$ cat config.mk
export PLATFORM = sky130hd
export DESIGN_NAME = fft_tx_serializer
export DESIGN_NICKNAME = d
export VERILOG_FILES = /design/src/rtl/fft_tx_serializer.sv
export SDC_FILE = /design/constraint.sdc
export NUM_CORES = 1
export LEC_CHECK = 0
export BUFFER_PORTS_ARGS = -buffer_cell sky130_fd_sc_hd__buf_2
export CELL_PAD_IN_SITES_DETAIL_PLACEMENT = 0
export CELL_PAD_IN_SITES_GLOBAL_PLACEMENT = 1
export CORE_ASPECT_RATIO = 0.75
export CORE_MARGIN = 2
export CORE_UTILIZATION = 34
export CTS_BUF_LIST = sky130_fd_sc_hd__clkbuf_8
export DETAILED_ROUTE_END_ITERATION = 16
export GPL_TIMING_DRIVEN = 0
export PLACE_DENSITY = 0.74
export SLEW_MARGIN = 10
export SYNTH_ARGS = -nofsm -noshare
export SYNTH_HDL_FRONTEND = slang
export SYNTH_SLANG_ARGS = --single-unit
$ cat constraint.sdc
create_clock -name i_clk -period 29.3 [get_ports i_clk]
set_input_delay 1.465 -clock i_clk [delete_from_list [all_inputs] [get_ports i_clk]]
set_output_delay 1.465 -clock i_clk [all_outputs]
set_load 0.02 [all_outputs]
$ cat src/rtl/fft_tx_serializer.sv
// rtl/fft_tx_serializer.sv - snapshots 16 FFT result words and streams them as framed UART bytes
module fft_tx_serializer #(
    parameter int WORD_SIZE = 16,
    parameter int DATA_LENGTH = 8,
    parameter int FFT_SIZE = 16,
    parameter int HEADER_EN = 1,
    parameter logic [DATA_LENGTH-1:0] HEADER = 8'hA5
) (
    input  logic                          i_clk,
    input  logic                          i_rst,
    input  logic [FFT_SIZE*WORD_SIZE-1:0] i_words,
    input  logic                          i_load,
    input  logic                          i_tx_done,
    output logic                          o_tx_start,
    output logic [DATA_LENGTH-1:0]        o_tx_byte,
    output logic                          o_busy,
    output logic                          o_frame_done,
    output logic                          o_overrun
);
    localparam int NDATA = 2 * FFT_SIZE;
    localparam int NBYTES = HEADER_EN + NDATA;
    localparam logic [5:0] LAST_IDX = 6'(NBYTES - 1);

    typedef enum logic [1:0] {IDLE, START, WAIT, FINISH} state_t;

    state_t                        state;
    state_t                        next_state;
    logic [5:0]                    idx;
    logic [5:0]                    next_idx;
    logic [FFT_SIZE*WORD_SIZE-1:0] buffer;
    logic [FFT_SIZE*WORD_SIZE-1:0] byte_src;
    logic [DATA_LENGTH-1:0]        frame_bytes [NBYTES];
    logic [DATA_LENGTH-1:0]        next_byte;

    always_comb begin
        next_state = state;
        next_idx   = idx;
        case (state)
            IDLE: begin
                if (i_load) begin
                    next_state = START;
                    next_idx   = '0;
                end
            end
            START: next_state = WAIT;
            WAIT: begin
                if (i_tx_done) begin
                    if (idx == LAST_IDX) begin
                        next_state = FINISH;
                    end else begin
                        next_idx   = idx + 6'd1;
                        next_state = START;
                    end
                end
            end
            FINISH: next_state = IDLE;
            default: next_state = IDLE;
        endcase
    end

    // Byte 0 is launched on the load edge itself, so it must come straight from i_words.
    always_comb begin
        byte_src    = (state == IDLE) ? i_words : buffer;
        frame_bytes = '{default: '0};
        for (int j = 0; j < NDATA; j++) begin
            frame_bytes[j + HEADER_EN] = byte_src[j*DATA_LENGTH +: DATA_LENGTH];
        end
        if (HEADER_EN != 0) begin
            frame_bytes[0] = HEADER;
        end
        next_byte = '0;
        for (int j = 0; j < NBYTES; j++) begin
            if (next_idx == 6'(j)) begin
                next_byte = frame_bytes[j];
            end
        end
    end

    always_ff @(posedge i_clk) begin
        if (state == IDLE && i_load) begin
            buffer <= i_words;
        end
    end

    always_ff @(posedge i_clk) begin
        if (!i_rst) begin
            state        <= IDLE;
            idx          <= '0;
            o_tx_start   <= 1'b0;
            o_tx_byte    <= '0;
            o_busy       <= 1'b0;
            o_frame_done <= 1'b0;
            o_overrun    <= 1'b0;
        end else begin
            state        <= next_state;
            idx          <= next_idx;
            o_tx_start   <= (next_state == START);
            o_busy       <= (next_state != IDLE);
            o_frame_done <= (next_state == FINISH);
            if (next_state == START) begin
                o_tx_byte <= next_byte;
            end
            if (i_load && state != IDLE) begin
                o_overrun <= 1'b1;
            end
        end
    end
endmodule

# Word level (Yosys, flattened, before mapping)
# Index checks and enable logic that the tools add are counted.
# classes
n_addsub,1
n_mux,42
eq_ne,38
n_reduce_logical,6
# ops
op,count
$mux W8,33
$mux W256,1
$eq A6 B5 Y1 const B,16
$eq A6 B4 Y1 const B,8
$eq A6 B3 Y1 const B,4
$mux W6,3
$eq A6 B2 Y1 const B,2
$eq A6 B6 Y1 const B,2
$pmux W6 S2,1
$pmux W2 S4,1
$add A6 B1 Y6 const B,1
$eq A2 B2 Y1 const B,3
$eq A6 B1 Y1 const B,1
$logic_not A6 Y1,1
$mux W2,3
$eq A2 B1 Y1 const B,2
$reduce_bool A2 Y1,2
$logic_and A1 B1 Y1,2
$logic_not A2 Y1,1
# word_totals
in_bits,260
out_inout_bits,12
register_bits,276
wordCells,95

# Depth between registers and ports, before layout
# depth
depth_word,38
ltp_mapped,14

# Worst setup path after synthesis
# OpenSTA, ideal clock, no wires.
# synth_timing
path_kind,input to register
start,in i_load
end,reg o_tx_byte[4]
path_stages,6
t_required_ps,29180
setup_ps,120
t_arrival_ps,23820
path_slack_ps,5359
cell_sequence,nor3b_1 -> nor3b_1 -> and2_1 -> nor4_1 -> o2111a_1 -> o22ai_1
# synth_via
elab_chain_cells,35
elab_cells_between_ends,69
# synth_rtl
element,line,source
from (decl),12,"input logic i_load,"
$mux W6,40,if (i_load) begin
$pmux W6 S2,38,case (state)
$eq A6 B1 Y1,73,if (next_idx == 6'(j)) begin
$mux W8 (32 in a row),73,
to (signal assigned),101,o_tx_byte <= next_byte;
to (decl),15,"output logic [DATA_LENGTH-1:0] o_tx_byte,"
# Parallel ways exist; a longest one is shown, timed or not.
# A chain may end at the register's enable or synchronous reset.

# Worst setup path in the final report
# layout_timing
start,in i_tx_done
end,reg o_tx_byte[0]
# layout_via
elab_chain_cells,36
elab_cells_between_ends,71
# layout_rtl
element,line,source
from (decl),13,"input logic i_tx_done,"
$mux W6,47,if (i_tx_done) begin
$pmux W6 S2,38,
$logic_not A6 Y1,73,
$mux W8 (33 in a row),73,
# Parallel ways exist; a longest one is shown, timed or not.

==> flow_summary.toml <==
[status]
status = "finished, final reports clean"

[drt]
viasPerCell = 5.95
drc = 0
antenna_left = 0
dr.pass1.iters = 6
wl_mm = 68.4
drtIter0Drc = 2108
post_drt_wl_per_cell_um = 29.0
vias = 14000

[grt]
grt_max_degree = 14
grt_use_total_pct = 30.2
grt_pass1_vias = 13100
grt_pass1_wl_mm = 95.8
grt_overflow = 0
antenna_found_initial = 0

[synth]
yosysMostFrequentCell = "nand2_1"
ys_warn_count = 0
synthCells = 1403
yosys-top-cells-area = "edfxtp_1 (53%), nand2_1 (9.6%), mux2i_1 (6.2%)"
ys_ff_latch = 276
syn-num-nets = 1665
synth_common_cells = "nand2_1 (368), edfxtp_1 (256), mux2i_1 (90)"
netlist_area_um2 = 14500
synth_cell_types = 92
ys_seq_area_share_pct = 56.0
avgSynthCellArea_um2 = 10.3
synth_top_area_cell = "edfxtp_1"
async_flop_share_pct = 0
synth_top_area_share_pct = 53.2
synth-main-ff-cell = "edfxtp_1"
synth_edf_count = 256

[worst_setup_path]
crit_type = "in -> reg"
worstSetupEndpointType = "flop"
reg2reg_depth = 12
cpPeakStageDelay_ns = 0.91
crit_required_ns = 29.80
path_common_cell = "buf_2"
cp.arrival_ns = 5.65
setup.worst_path.start_class = "input port"
cp_cell_sequence = "buf_2 > and4_1 > buf_2 > and3_4 > a221oi_2 > buf_4 > nand2_1 > nor2_1 > o21ai_0 > a2111oi_0 > o211ai_1 > a21o_1"
critPathMaxFanout = 10
critPathSlowestCell = "a2111oi_0"

[sta]
finalCriticalPeriod_ns = 5.15
fmax_mhz = 194
max_slew_margin_pct = 18.5
post-route-period-util_pct = 17.6
layout_setup_ws_ns = 24.15
finalHoldViolCount = 0
drv_slew = 0
max_slew.worst_pin.slew_ns = 1.22
clock_skew_ns = 0.0348
finalSetupViolations = 0
rsz0062_at_grt = "no"

[clock_network]
postCtsHoldBufs = 0
cts_resized = 0
clk_pin_slew_ns = 0.06
tritoncts = "yes"
cts_max_level = 2
cts_buffers = 48
clock-sinks = 276
clk_latency_ns = 0.64
cts_root_buf = "clkbuf_8"
clockBufferDepth = 3
post-cts-setup-buffers = 0

[die]
die_area_um2 = 44200
initial_core_util_pct = 34.4
die_w_um = 242
die_height_um = 183
core_area_um2 = 42000
rows = 65
ioPinCount = 272

[place]
place.gp.congestion = 0.961
place_area_um2 = 16800
dp.final_hpwl_mm = 51.4
port_buffers = 271
place_ws_ns = 23.79

[min_path]
hold_path_class = "reg -> reg"
holdPathStages = 2

[power]
ir_worst_vdd_v = 0.0000323
leakage_nw = 7.23
power_w = 0.00101
p_per_area_nw_per_um2 = 57.1

[finish]
nNetsFinal = 2013
syn2layout_area_growth_pct = 22.8
stdcell_area_um2 = 17700
multi_input_area_um2 = 5940
nFillCells = 4251
post-route-util_pct = 42.3
antenna_cells = 0
drive_above_1_share_pct = 25.7
regArea_um2 = 8090

[flow_run]
cap_violations = 0
per-stage QoR:
stage          hold slack, ns  cells  setup TNS (ns)
2_1_floorplan           0.553   1403               0
6_report                0.504   2358               0
3_3_place_gp            0.474   2243         -472.44
3_5_place_dp            0.485   2270               0
5_1_grt                 0.516   2358               0
4_1_cts                 0.503   2358               0
critical path: cells and delay by family:
kind,cells,cell delay (ns)
compound gates,5,2.40
simple gates,4,1.18
buf+inv,3,0.57
placed cells by master (no fill, tap or decap), types with 8 or more instances in the layout:
master / count
nand2_1: 368
buf_2: 305
edfxtp_1: 256
mux2i_1: 90
nor2_1: 81
a21oi_1: 79
nand3_1: 60
clkbuf_8: 55
o21ai_0: 47
nor3_1: 29
a31oi_1: 28
clkbuf_1: 26
nand4_1: 25
buf_4: 20
dfxtp_1: 20
inv_1: 18
buf_1: 17
buf_6: 16
o22ai_1: 14
o211ai_1: 14
and3_1: 13
a221oi_1: 10
a32oi_1: 10
clkinv_2: 10
o221ai_1: 8
a211oi_1: 8
cell type report:
type / count / share of cell area [%]
clock buffers: 55 / 4.26
flip-flops and latches: 276 / 45.6
inverters: 7 / 0.148
clock inverters: 33 / 1.18
multi-input cells: 1034 / 33.5
plain buffers: 86 / 2.33
well taps: 569 / 4.01
repair buffers: 298 / 9.04
cell families after synthesis:
kind of cell / synth area share (%)
DFF: 56.0
adders and majority gates: 0.173
xor gates and xnor gates: 0.121
AOI/OAI and AO/OA: 14.4
and+or+nand+nor: 19.9
muxes: 6.31
buffers and inverters: 3.05
layer usage:
metal  share of wire [%]  GRT usage, %
met1                  43          45.1
met2                  41          42.7
met3                  13          6.66
met4                 3.4          10.3
met5                   0             0
state kept, by name (all words and copies together), names as in the netlist:
name	cells
o_tx_start	1
o_frame_done	1
o_tx_byte	8
o_busy	1
idx	6
o_overrun	1
buffer	256
state	2
power breakdown:
| part | internal (W) | switching (W) | total [W] |
|---|---|---|---|
| Combinational | 0.0000503 | 0.000120 | 0.000170 |
| Sequential | 0.000464 | 0.00000788 | 0.000472 |
| Clock | 0.000191 | 0.000181 | 0.000371 |
worst paths after layout:
| check | startpoint | end | slack (ns) |
|---|---|---|---|
| worst max-delay path | i_tx_done | o_tx_byte[0] | 24.15 |
| worst min-delay path | o_overrun | o_overrun | 0.50 |
| worst max register to register | idx[0] | o_tx_byte[0] | 24.34 |
| worst min register to register | o_overrun | o_overrun | 0.50 |
No activity file was read; power rests on OpenSTA's default activity.
